`src/rtl/fetch_sequencer_if.sv`:
```
// -----------------------------------------------------------------------------
// fetch_sequencer_if
//   Groups the instruction-memory fetch handshake and the datapath execute
//   handshake of the fetch sequencer into one bundle.
//
//   Handshake rules (both channels):
//     imem_req / imem_ack : the sequencer raises imem_req with imem_addr and
//       holds both stable until it sees imem_ack=1 at a rising clock edge. That
//       edge completes the fetch, and instr_rdata is captured in the same
//       cycle. An ack seen while no request is pending is ignored.
//     ex_valid / ex_done  : the sequencer raises ex_valid with instr_q/pc and
//       holds them until it sees ex_done=1 at a rising edge. That edge retires
//       the instruction, and is_branch/br_taken/is_jal/is_jalr/rs1_data are
//       sampled on it. A done seen while ex_valid=0 is ignored.
//
//   Parameters: PC_W - program counter width (word index)
//   Modports  : master - sequencer side; slave - imem + datapath side
// -----------------------------------------------------------------------------
interface fetch_sequencer_if #(
  parameter int PC_W = 8
);
  logic            imem_req;
  logic [PC_W-1:0] imem_addr;
  logic            imem_ack;
  logic [31:0]     instr_rdata;
  logic            ex_valid;
  logic            ex_done;
  logic            is_branch;
  logic            br_taken;
  logic            is_jal;
  logic            is_jalr;
  logic [31:0]     rs1_data;
  logic [31:0]     instr_q;
  logic [PC_W-1:0] pc;

  modport master (
    output imem_req, imem_addr, ex_valid, instr_q, pc,
    input  imem_ack, instr_rdata, ex_done, is_branch, br_taken, is_jal,
           is_jalr, rs1_data
  );

  modport slave (
    input  imem_req, imem_addr, ex_valid, instr_q, pc,
    output imem_ack, instr_rdata, ex_done, is_branch, br_taken, is_jal,
           is_jalr, rs1_data
  );
endinterface

```
`src/rtl/fetch_sequencer.sv`:
```
// -----------------------------------------------------------------------------
// fetch_sequencer
//   Multi-cycle instruction sequencer that owns the program counter. It fetches
//   an instruction word from imem, holds it for the datapath until the datapath
//   reports completion, then moves the PC on to pc+1 or to a branch, JAL or
//   JALR target. The halt instruction parks the sequencer until reset.
//
//   Optional build macro: FETCH_STALL_CNT_EN
//     defined   - stall_count counts FETCH cycles that wait on imem_ack
//     undefined - stall_count is constant 0
//
//   Ports
//     clk, rst_n     clock (rising edge), asynchronous active-low reset
//     run            start fetching when in IDLE (ignored in other states)
//     bus            fetch_sequencer_if.master: imem req/ack, ex valid/done,
//                    instr_q, pc
//     halted         high while parked in HALT
//     cycle_count    saturating count of FETCH/DECODE/EXEC cycles
//     retired_count  saturating count of retired instructions
//     stall_count    saturating count of imem wait cycles (see macro above)
//     state_dbg      current FSM state for debug and checkers
// -----------------------------------------------------------------------------
module fetch_sequencer #(
  parameter int               PC_W      = 8,
  parameter int               CNT_W     = 11,
  parameter logic [PC_W-1:0]  RESET_PC  = '0,
  parameter logic [31:0]      HALT_INSN = 32'h7F
) (
  input  logic              clk,
  input  logic              rst_n,
  input  logic              run,
  fetch_sequencer_if.master bus,
  output logic              halted,
  output logic [CNT_W-1:0]  cycle_count,
  output logic [CNT_W-1:0]  retired_count,
  output logic [CNT_W-1:0]  stall_count,
  output logic [2:0]        state_dbg
);

  typedef enum logic [2:0] {
    S_IDLE   = 3'd0,
    S_FETCH  = 3'd1,
    S_DECODE = 3'd2,
    S_EXEC   = 3'd3,
    S_HALT   = 3'd4
  } state_t;

  state_t            state_q, state_d;
  logic [PC_W-1:0]   pc_q, pc_d;
  logic [31:0]       instr_q, instr_d;
  logic [CNT_W-1:0]  cycle_count_q, cycle_count_d;
  logic [CNT_W-1:0]  retired_count_q, retired_count_d;

  // ---------------------------------------------------------------------------
  // Next-PC targets. Immediates are byte offsets; the PC is a word index, so
  // branch/JAL offsets are arithmetically shifted right by 2. JALR adds its
  // immediate unshifted. All sums are 32-bit and then truncated to PC_W, which
  // gives wrap-around modulo 2^PC_W.
  // ---------------------------------------------------------------------------
  logic signed [31:0] br_imm, jal_imm, jalr_imm;
  logic signed [31:0] br_off, jal_off;
  logic        [31:0] pc_ext;
  logic        [31:0] target_sum;
  logic [PC_W-1:0]    next_pc;
  logic               unused_sum_bits;

  always_comb begin
    br_imm   = {{19{instr_q[31]}}, instr_q[31], instr_q[7], instr_q[30:25],
                instr_q[11:8], 1'b0};
    jal_imm  = {{11{instr_q[31]}}, instr_q[31], instr_q[19:12], instr_q[20],
                instr_q[30:21], 1'b0};
    jalr_imm = {{20{instr_q[31]}}, instr_q[31:20]};
    br_off   = br_imm >>> 2;
    jal_off  = jal_imm >>> 2;
    pc_ext   = {{(32-PC_W){1'b0}}, pc_q};

    // A not-taken branch falls through to the JAL/JALR/sequential choices.
    if (bus.is_branch && bus.br_taken) begin
      target_sum = pc_ext + br_off;
    end else if (bus.is_jal) begin
      target_sum = pc_ext + jal_off;
    end else if (bus.is_jalr) begin
      target_sum = bus.rs1_data + jalr_imm;
    end else begin
      target_sum = pc_ext + 32'd1;
    end
    next_pc = target_sum[PC_W-1:0];
  end

  assign unused_sum_bits = ^target_sum[31:PC_W];

  // ---------------------------------------------------------------------------
  // FSM next state and datapath registers
  // ---------------------------------------------------------------------------
  always_comb begin
    state_d         = state_q;
    pc_d            = pc_q;
    instr_d         = instr_q;
    retired_count_d = retired_count_q;
    cycle_count_d   = cycle_count_q;

    case (state_q)
      S_IDLE: begin
        if (run) state_d = S_FETCH;
      end
      S_FETCH: begin
        if (bus.imem_ack) begin
          instr_d = bus.instr_rdata;
          state_d = S_DECODE;
        end
      end
      S_DECODE: begin
        state_d = (instr_q == HALT_INSN) ? S_HALT : S_EXEC;
      end
      S_EXEC: begin
        if (bus.ex_done) begin
          pc_d    = next_pc;
          state_d = S_FETCH;
          if (retired_count_q != '1) retired_count_d = retired_count_q + CNT_W'(1);
        end
      end
      S_HALT: begin
        state_d = S_HALT;
      end
      default: begin
        state_d = S_IDLE;
      end
    endcase

    if ((state_q == S_FETCH || state_q == S_DECODE || state_q == S_EXEC) &&
        cycle_count_q != '1) begin
      cycle_count_d = cycle_count_q + CNT_W'(1);
    end
  end

  always_ff @(posedge clk or negedge rst_n) begin
    if (!rst_n) begin
      state_q         <= S_IDLE;
      pc_q            <= RESET_PC;
      instr_q         <= '0;
      cycle_count_q   <= '0;
      retired_count_q <= '0;
    end else begin
      state_q         <= state_d;
      pc_q            <= pc_d;
      instr_q         <= instr_d;
      cycle_count_q   <= cycle_count_d;
      retired_count_q <= retired_count_d;
    end
  end

`ifdef FETCH_STALL_CNT_EN
  logic [CNT_W-1:0] stall_count_q, stall_count_d;

  always_comb begin
    stall_count_d = stall_count_q;
    if (state_q == S_FETCH && !bus.imem_ack && stall_count_q != '1) begin
      stall_count_d = stall_count_q + CNT_W'(1);
    end
  end

  always_ff @(posedge clk or negedge rst_n) begin
    if (!rst_n) stall_count_q <= '0;
    else        stall_count_q <= stall_count_d;
  end

  assign stall_count = stall_count_q;
`else
  assign stall_count = '0;
`endif

  // Handshake outputs decode straight from the state register so that reset
  // drops them immediately.
  assign bus.imem_req   = (state_q == S_FETCH);
  assign bus.imem_addr  = pc_q;
  assign bus.ex_valid   = (state_q == S_EXEC);
  assign bus.instr_q    = instr_q;
  assign bus.pc         = pc_q;
  assign halted         = (state_q == S_HALT);
  assign cycle_count    = cycle_count_q;
  assign retired_count  = retired_count_q;
  assign state_dbg      = state_q;

endmodule
```
`src/flat_wrapper.sv`:
```
// flat-port wrapper written by rule: the top's interface ports become plain ports
module fetch_sequencer_flat 
#(
  parameter int               PC_W      = 8,
  parameter int               CNT_W     = 11,
  parameter logic [PC_W-1:0]  RESET_PC  = '0,
  parameter logic [31:0]      HALT_INSN = 32'h7F
)
  (clk, rst_n, run, halted, cycle_count, retired_count, stall_count, state_dbg, bus_imem_req, bus_imem_addr, bus_ex_valid, bus_instr_q, bus_pc, bus_imem_ack, bus_instr_rdata, bus_ex_done, bus_is_branch, bus_br_taken, bus_is_jal, bus_is_jalr, bus_rs1_data);
  fetch_sequencer_if #(.PC_W(PC_W)) bus_i ();
  input  logic clk;
  input  logic rst_n;
  input  logic run;
  output logic halted;
  output logic [CNT_W-1:0] cycle_count;
  output logic [CNT_W-1:0] retired_count;
  output logic [CNT_W-1:0] stall_count;
  output logic [2:0] state_dbg;
  output wire logic [$bits(bus_i.imem_req)-1:0] bus_imem_req;
  output wire logic [$bits(bus_i.imem_addr)-1:0] bus_imem_addr;
  output wire logic [$bits(bus_i.ex_valid)-1:0] bus_ex_valid;
  output wire logic [$bits(bus_i.instr_q)-1:0] bus_instr_q;
  output wire logic [$bits(bus_i.pc)-1:0] bus_pc;
  input wire logic [$bits(bus_i.imem_ack)-1:0] bus_imem_ack;
  input wire logic [$bits(bus_i.instr_rdata)-1:0] bus_instr_rdata;
  input wire logic [$bits(bus_i.ex_done)-1:0] bus_ex_done;
  input wire logic [$bits(bus_i.is_branch)-1:0] bus_is_branch;
  input wire logic [$bits(bus_i.br_taken)-1:0] bus_br_taken;
  input wire logic [$bits(bus_i.is_jal)-1:0] bus_is_jal;
  input wire logic [$bits(bus_i.is_jalr)-1:0] bus_is_jalr;
  input wire logic [$bits(bus_i.rs1_data)-1:0] bus_rs1_data;
  assign bus_imem_req = bus_i.imem_req;
  assign bus_imem_addr = bus_i.imem_addr;
  assign bus_ex_valid = bus_i.ex_valid;
  assign bus_instr_q = bus_i.instr_q;
  assign bus_pc = bus_i.pc;
  assign bus_i.imem_ack = bus_imem_ack;
  assign bus_i.instr_rdata = bus_instr_rdata;
  assign bus_i.ex_done = bus_ex_done;
  assign bus_i.is_branch = bus_is_branch;
  assign bus_i.br_taken = bus_br_taken;
  assign bus_i.is_jal = bus_is_jal;
  assign bus_i.is_jalr = bus_is_jalr;
  assign bus_i.rs1_data = bus_rs1_data;
  fetch_sequencer #(.PC_W(PC_W), .CNT_W(CNT_W), .RESET_PC(RESET_PC), .HALT_INSN(HALT_INSN)) u_core (.clk(clk), .rst_n(rst_n), .run(run), .bus(bus_i), .halted(halted), .cycle_count(cycle_count), .retired_count(retired_count), .stall_count(stall_count), .state_dbg(state_dbg));
endmodule
```
`config.mk`:
```
export PLATFORM = sky130hd
export DESIGN_NAME = fetch_sequencer_flat
export DESIGN_NICKNAME = d
export VERILOG_FILES = /design/src/rtl/fetch_sequencer_if.sv /design/src/rtl/fetch_sequencer.sv /design/src/flat_wrapper.sv
export SDC_FILE = /design/constraint.sdc
export NUM_CORES = 1
export LEC_CHECK = 0
export BUFFER_PORTS_ARGS = -buffer_cell sky130_fd_sc_hd__buf_2
export CAP_MARGIN = 20
export CORE_MARGIN = 5
export CORE_UTILIZATION = 54
export CTS_BUF_LIST = sky130_fd_sc_hd__clkbuf_4 sky130_fd_sc_hd__clkbuf_8
export DETAILED_ROUTE_END_ITERATION = 12
export PLACE_DENSITY_LB_ADDON = 0.3
export SLEW_MARGIN = 20
export SYNTH_ARGS = -nofsm -noshare
export SYNTH_HDL_FRONTEND = slang
export SYNTH_SLANG_ARGS = --single-unit
```
`constraint.sdc`:
```
create_clock -name clk -period 6.5 [get_ports clk]
set_input_delay 0 -clock clk [delete_from_list [all_inputs] [get_ports clk]]
set_output_delay 0 -clock clk [all_outputs]
set_load 0.05 [all_outputs]
```
# Word level (Yosys, flattened, before mapping)
# Index checks and enable logic that the tools add are counted.
[op_classes] n_addsub=6 multipliers=0 n_div=0 n_lt_le_gt_ge=0 n_eq_ne=10 shifts=0 mux=8 bitwise=0 reduce_logical=9
[op_table] op="equality test 32 x 7 -> 1 bit (second input constant)" count=1
[op_table] op="adder 8 bit" count=3
[op_table] op="2-to-1 mux 8 bit" count=3
[op_table] op="adder 11 x 1 -> 11 bit (second input constant)" count=2
[op_table] op="inequality test 11 bit (second input constant)" count=2
[op_table] op="one-hot mux 3 bit (5 select lines)" count=1
[op_table] op="2-to-1 mux 3 bit" count=4
[op_table] op="adder 8 x 1 -> 8 bit (second input constant)" count=1
[op_table] op="equality test 3 x 2 -> 1 bit (second input constant)" count=2
[op_table] op="AND reduction 3 bit" count=2
[op_table] op="inequality test 2 x 1 -> 1 bit (second input constant)" count=2
[op_table] op="AND reduction 2 bit" count=2
[op_table] op="equality test 3 x 1 -> 1 bit (second input constant)" count=1
[op_table] op="equality test 3 bit (second input constant)" count=1
[op_table] op="logical NOT 3 bit" count=1
[op_table] op="logical AND 1 bit" count=2
[op_table] op="logical OR 1 bit" count=2
[op_table] op="inequality test 2 bit (second input constant)" count=1
[word_totals] register_bits=65 latch_bits=0 ram_bits=0 romBits=0 in_bits=73 out_inout_bits=87 word_cells=38 n_memories=0

# Logic depth before layout (Yosys ltp)
[logic_depth] ltp_word=4 depth_mapped=9 depth_no_buf=9

# Worst setup path before layout
# OpenSTA, ideal clock, no wires.
[synth_path] kind="register to register" start="reg u_core.instr_q[20], in the netlist u_core.bus.instr_q[20]" end="reg u_core.pc_q[6], in the netlist u_core.bus.imem_addr[6]" setup_ns=0.076 arrival_ns=2.359 t_required_ns=6.424 slack_ns=4.065 path_stages_with_launch=10 path_buffers=0 period_less_slack_ns=2.435 path_cell_list="dfrtp_1 > ha_1 > inv_1 > fa_1 > nand2b_1 > a21o_1 > a211oi_1 > o22ai_1 > a221o_1 > o21ai_1"
[synth_between] elab_chain_len=4
[synth_lines] item="start: declaration" line="fetch_sequencer.sv:50" source="logic [31:0] instr_q, instr_d;"
[synth_lines] item="start signal: assignment" line="fetch_sequencer.sv:146" source="instr_q <= instr_d;"
[synth_lines] item="adder 8 bit" line="fetch_sequencer.sv:83" source="target_sum = bus.rs1_data + jalr_imm;"
[synth_lines] item="2-to-1 mux 8 bit" line="fetch_sequencer.sv:82" source="end else if (bus.is_jalr) begin"
[synth_lines] item="2-to-1 mux 8 bit" line="fetch_sequencer.sv:80" source="end else if (bus.is_jal) begin"
[synth_lines] item="2-to-1 mux 8 bit" line="fetch_sequencer.sv:78" source="if (bus.is_branch && bus.br_taken) begin"
[synth_lines] item="end signal: assignment" line="fetch_sequencer.sv:145" source="pc_q <= pc_d;"
[synth_lines] item="end: declaration" line="fetch_sequencer.sv:49" source="logic [PC_W-1:0] pc_q, pc_d;"
# No other way between the ends.
# A chain may end at the register's enable or synchronous reset.

# Worst setup path after layout
# Ends and elaborated chain as after synthesis.

==> reports/qor.txt <==
run status: finished clean
Pins Over Slew Limit: 0
met2 WL: 5.523 mm
fmax: 422.9 MHz
Via Count: 3,582
routability congestion estimate: 0.9330
final worst-path cycle share: 36.38%
P per Cell Area: 588.1 nW/um^2
CP startpoint kind: register
number of global-route vias before repair: 3,569
area leader, netlist: dfrtp_1
synthesized area: 4003 um^2
Post-synth EDFFs: 0
Setup violations, final: 0
I/O Buffers: 124
RSZ-0062 raised after global routing: false
Hold Vio Cnt, Final: 0
Worst Path Arrival: 2630 ps
top fanout value on the critical path: 4
minimum clock period: 2364 ps
Seq/Total Area, Yosys: 40.64%
min-delay src: run
initial cell density of the core: 55.18%
Tot GR Track Use: 25.54%
hold path depth: 4
layout cells sized above 1: 33.51%
Ys Warns: 0
ANT cells: 0
multi-input logic area: 2165 um^2
placed cell count: 601
Layout Cells excl Fill: 651
Mapped Cells: 397
die area: 9234 um^2
Final Instance Area: 5124 um^2
worst-margin pin slew: 808.3 ps
GRT Residual Overflow: 0
total CTS buffers: 9
Clock Latency Late Sink: 350 ps
Worst R2R Start: u_core.bus.instr_q[20]
met3 WL: 881 um
Post-DP Area: 4599 um^2
num rows: 31
leakage power: 2.429 nW
IO Pins: 160
Layout fillers: 556
pin count of the biggest net entering global routing: 66
Hold Path End: u_core.state_dbg[0]
Post-Route Skew: 13.09 ps
R2R Setup Slk: 4140 ps
number of synthesized register bits: 65
DRT met1 WL: 4.472 mm
Post-synth ARST share: 100.0%
Hold WC Path Type: in -> reg
Detailed Routing Iterations Pass 1: 4
Final nets: 643
clock tree buffer depth: 2
Synth area leaders: dfrtp_1 41%, mux2_2 8.4%, ha_1 6.3%
Netlist cell types: 59
Setup TNS: 0 ps
Crit path required time: 6770 ps
post-route setup slack: 4136 ps
Wirelength per Cell: 17.24 um
Via density: 5.502
CTS tree: built
initial antenna violation count: 0
drt drc: 0
highest metal used: met4
CTS Sinks: 65
core area: 7253 um^2
Die X: 96.10 um
share of the synthesized area in the top cell type: 40.64%
register area: 1627 um^2
Setup crit end kind: register
worst rel slew slack: 46.11%
global-route wire length before repair: 17.82 mm
DRT iter0 DRCs: 141
prevailing post-synth register cell: dfrtp_1
die height: 96.10 um
WS Path Type: reg -> reg
area delta synth->final: 28.01%
post-CTS resize count: 0
antenna viol nets, final: 0
worst r2r dst: u_core.bus.imem_addr[6]
Root Buffer Master: clkbuf_8
DP HPWL: 7.530 mm
CTS H-tree lvls: 3
maximum VDD drop: 0.0003898 V
final WL: 11.22 mm
Register-to-Register Path Depth: 9
Worst-path clk slew: 80 ps
Avg Cell Area, Syn: 10.08 um^2
Max-Cap Viols: 0
dpl ws: 4199 ps
## critical path: stages (launching register included)
cell and delay, ps:
dfrtp_1 410, ha_1 230, inv_1 70, fa_1 400, nand2b_1 200, a21o_1 180, a211oi_1 240, o22ai_1 150
a221o_1 270, o21ai_1 130
## sequential cells by signal, indices dropped and copies added (netlist names)
register              flops
u_core.bus.imem_addr      8
u_core.retired_count     11
u_core.state_dbg          3
u_core.bus.instr_q       32
u_core.cycle_count       11
## cell type report
cell class	instances	area share [%]
tap	99	2.418
inverter	13	0.9524
clock inverter	5	0.7570
sequential	65	31.75
timing repair buffer	160	19.05
clock buffer	11	2.833
multi-input combinational	298	42.25
## power by group
part	leakage, nW	switching (W)	internal (W)	total (W)
Combinational	1.53	0.00129	0.000594	0.00188
Sequential	0.801	0.000242	0.000571	0.000812
Clock	0.0933	0.000165	0.000155	0.000320
Total	2.43	0.00169	0.00132	0.00301
## synth_stat cells (2+ instances only)
master,n
a211oi_1,11
a211oi_2,2
a21o_1,4
a21oi_1,12
a221o_1,3
a31o_2,2
a31oi_1,4
and2_1,2
and3_1,5
and4_1,3
buf_2,6
buf_4,19
clkbuf_1,5
dfrtp_1,65
fa_1,3
ha_1,20
inv_1,13
mux2_2,30
nand2_1,35
nand2b_1,5
nand3_1,17
nand4_1,8
nor2_1,18
nor2b_1,3
nor3_1,5
nor4_1,5
nor4b_1,2
o211ai_1,3
o21ai_0,16
o21ai_1,4
o21bai_1,2
o221ai_1,3
o22ai_1,3
o31ai_1,3
or3_1,3
xnor2_1,22
xor2_1,9
## cells in the final DEF, fill, tap and decap left out, types with 10 or more instances in the layout
master,synthesis,final
buf_2,6,124
dfrtp_1,65,65
nand2_1,35,35
dlygate4sd3_1,0,34
mux2_2,30,30
xnor2_1,22,22
ha_1,20,20
nor2_1,18,17
nand3_1,17,17
o21ai_0,16,16
inv_1,13,13
a21oi_1,12,12
a211oi_1,11,11
conb_1,1,11
clkbuf_8,0,10
## kinds of logic after synthesis
kind of cell / Yosys count / share of synthesized area, %
other cells: 1 / 0.09369
buf+inv: 44 / 6.283
mux: 30 / 8.440
xor+xnor: 31 / 6.783
simple gates: 121 / 15.63
compound gates: 82 / 14.38
fa+ha+maj: 23 / 7.752
flops: 65 / 40.64
## worst max-delay path by stage
stage	from	end	slack [ps]	depth (start not counted)
global placement	u_core.bus.instr_q[20]	u_core.bus.imem_addr[6]	4220	9
global route	u_core.bus.instr_q[20]	u_core.bus.imem_addr[6]	4040	9
finish	u_core.bus.instr_q[20]	u_core.bus.imem_addr[6]	4140	9
detailed placement	u_core.bus.instr_q[20]	u_core.bus.imem_addr[6]	4200	9
CTS	u_core.bus.instr_q[20]	u_core.bus.imem_addr[6]	4170	9
floorplan	u_core.bus.instr_q[20]	u_core.bus.imem_addr[6]	4060	9
## repair_timing
action,4_1_cts,5_1_grt
endpoints found under the hold margin,98,0
setup buffers,0,0
hold buffers,34,0
## through the flow
step           util (%)  power [W]  hold slack [ps]
3_5_place_dp      63.41   0.002655            214.9
2_1_floorplan         -   0.002253           -295.6
6_report          70.64   0.003013            22.61
5_1_grt           70.64   0.003201            53.88
3_3_place_gp      63.41   0.002617            207.4
4_1_cts           70.64   0.002998            11.22
## per-layer routing
layer	track usage, %	vias to the layer above
met1	31.18	1705
met4	11.85	0
met3	5.629	27
li1	-	1722
met2	42.84	128
met5	0	-
Note: power is estimated with default switching activity, not from simulation.
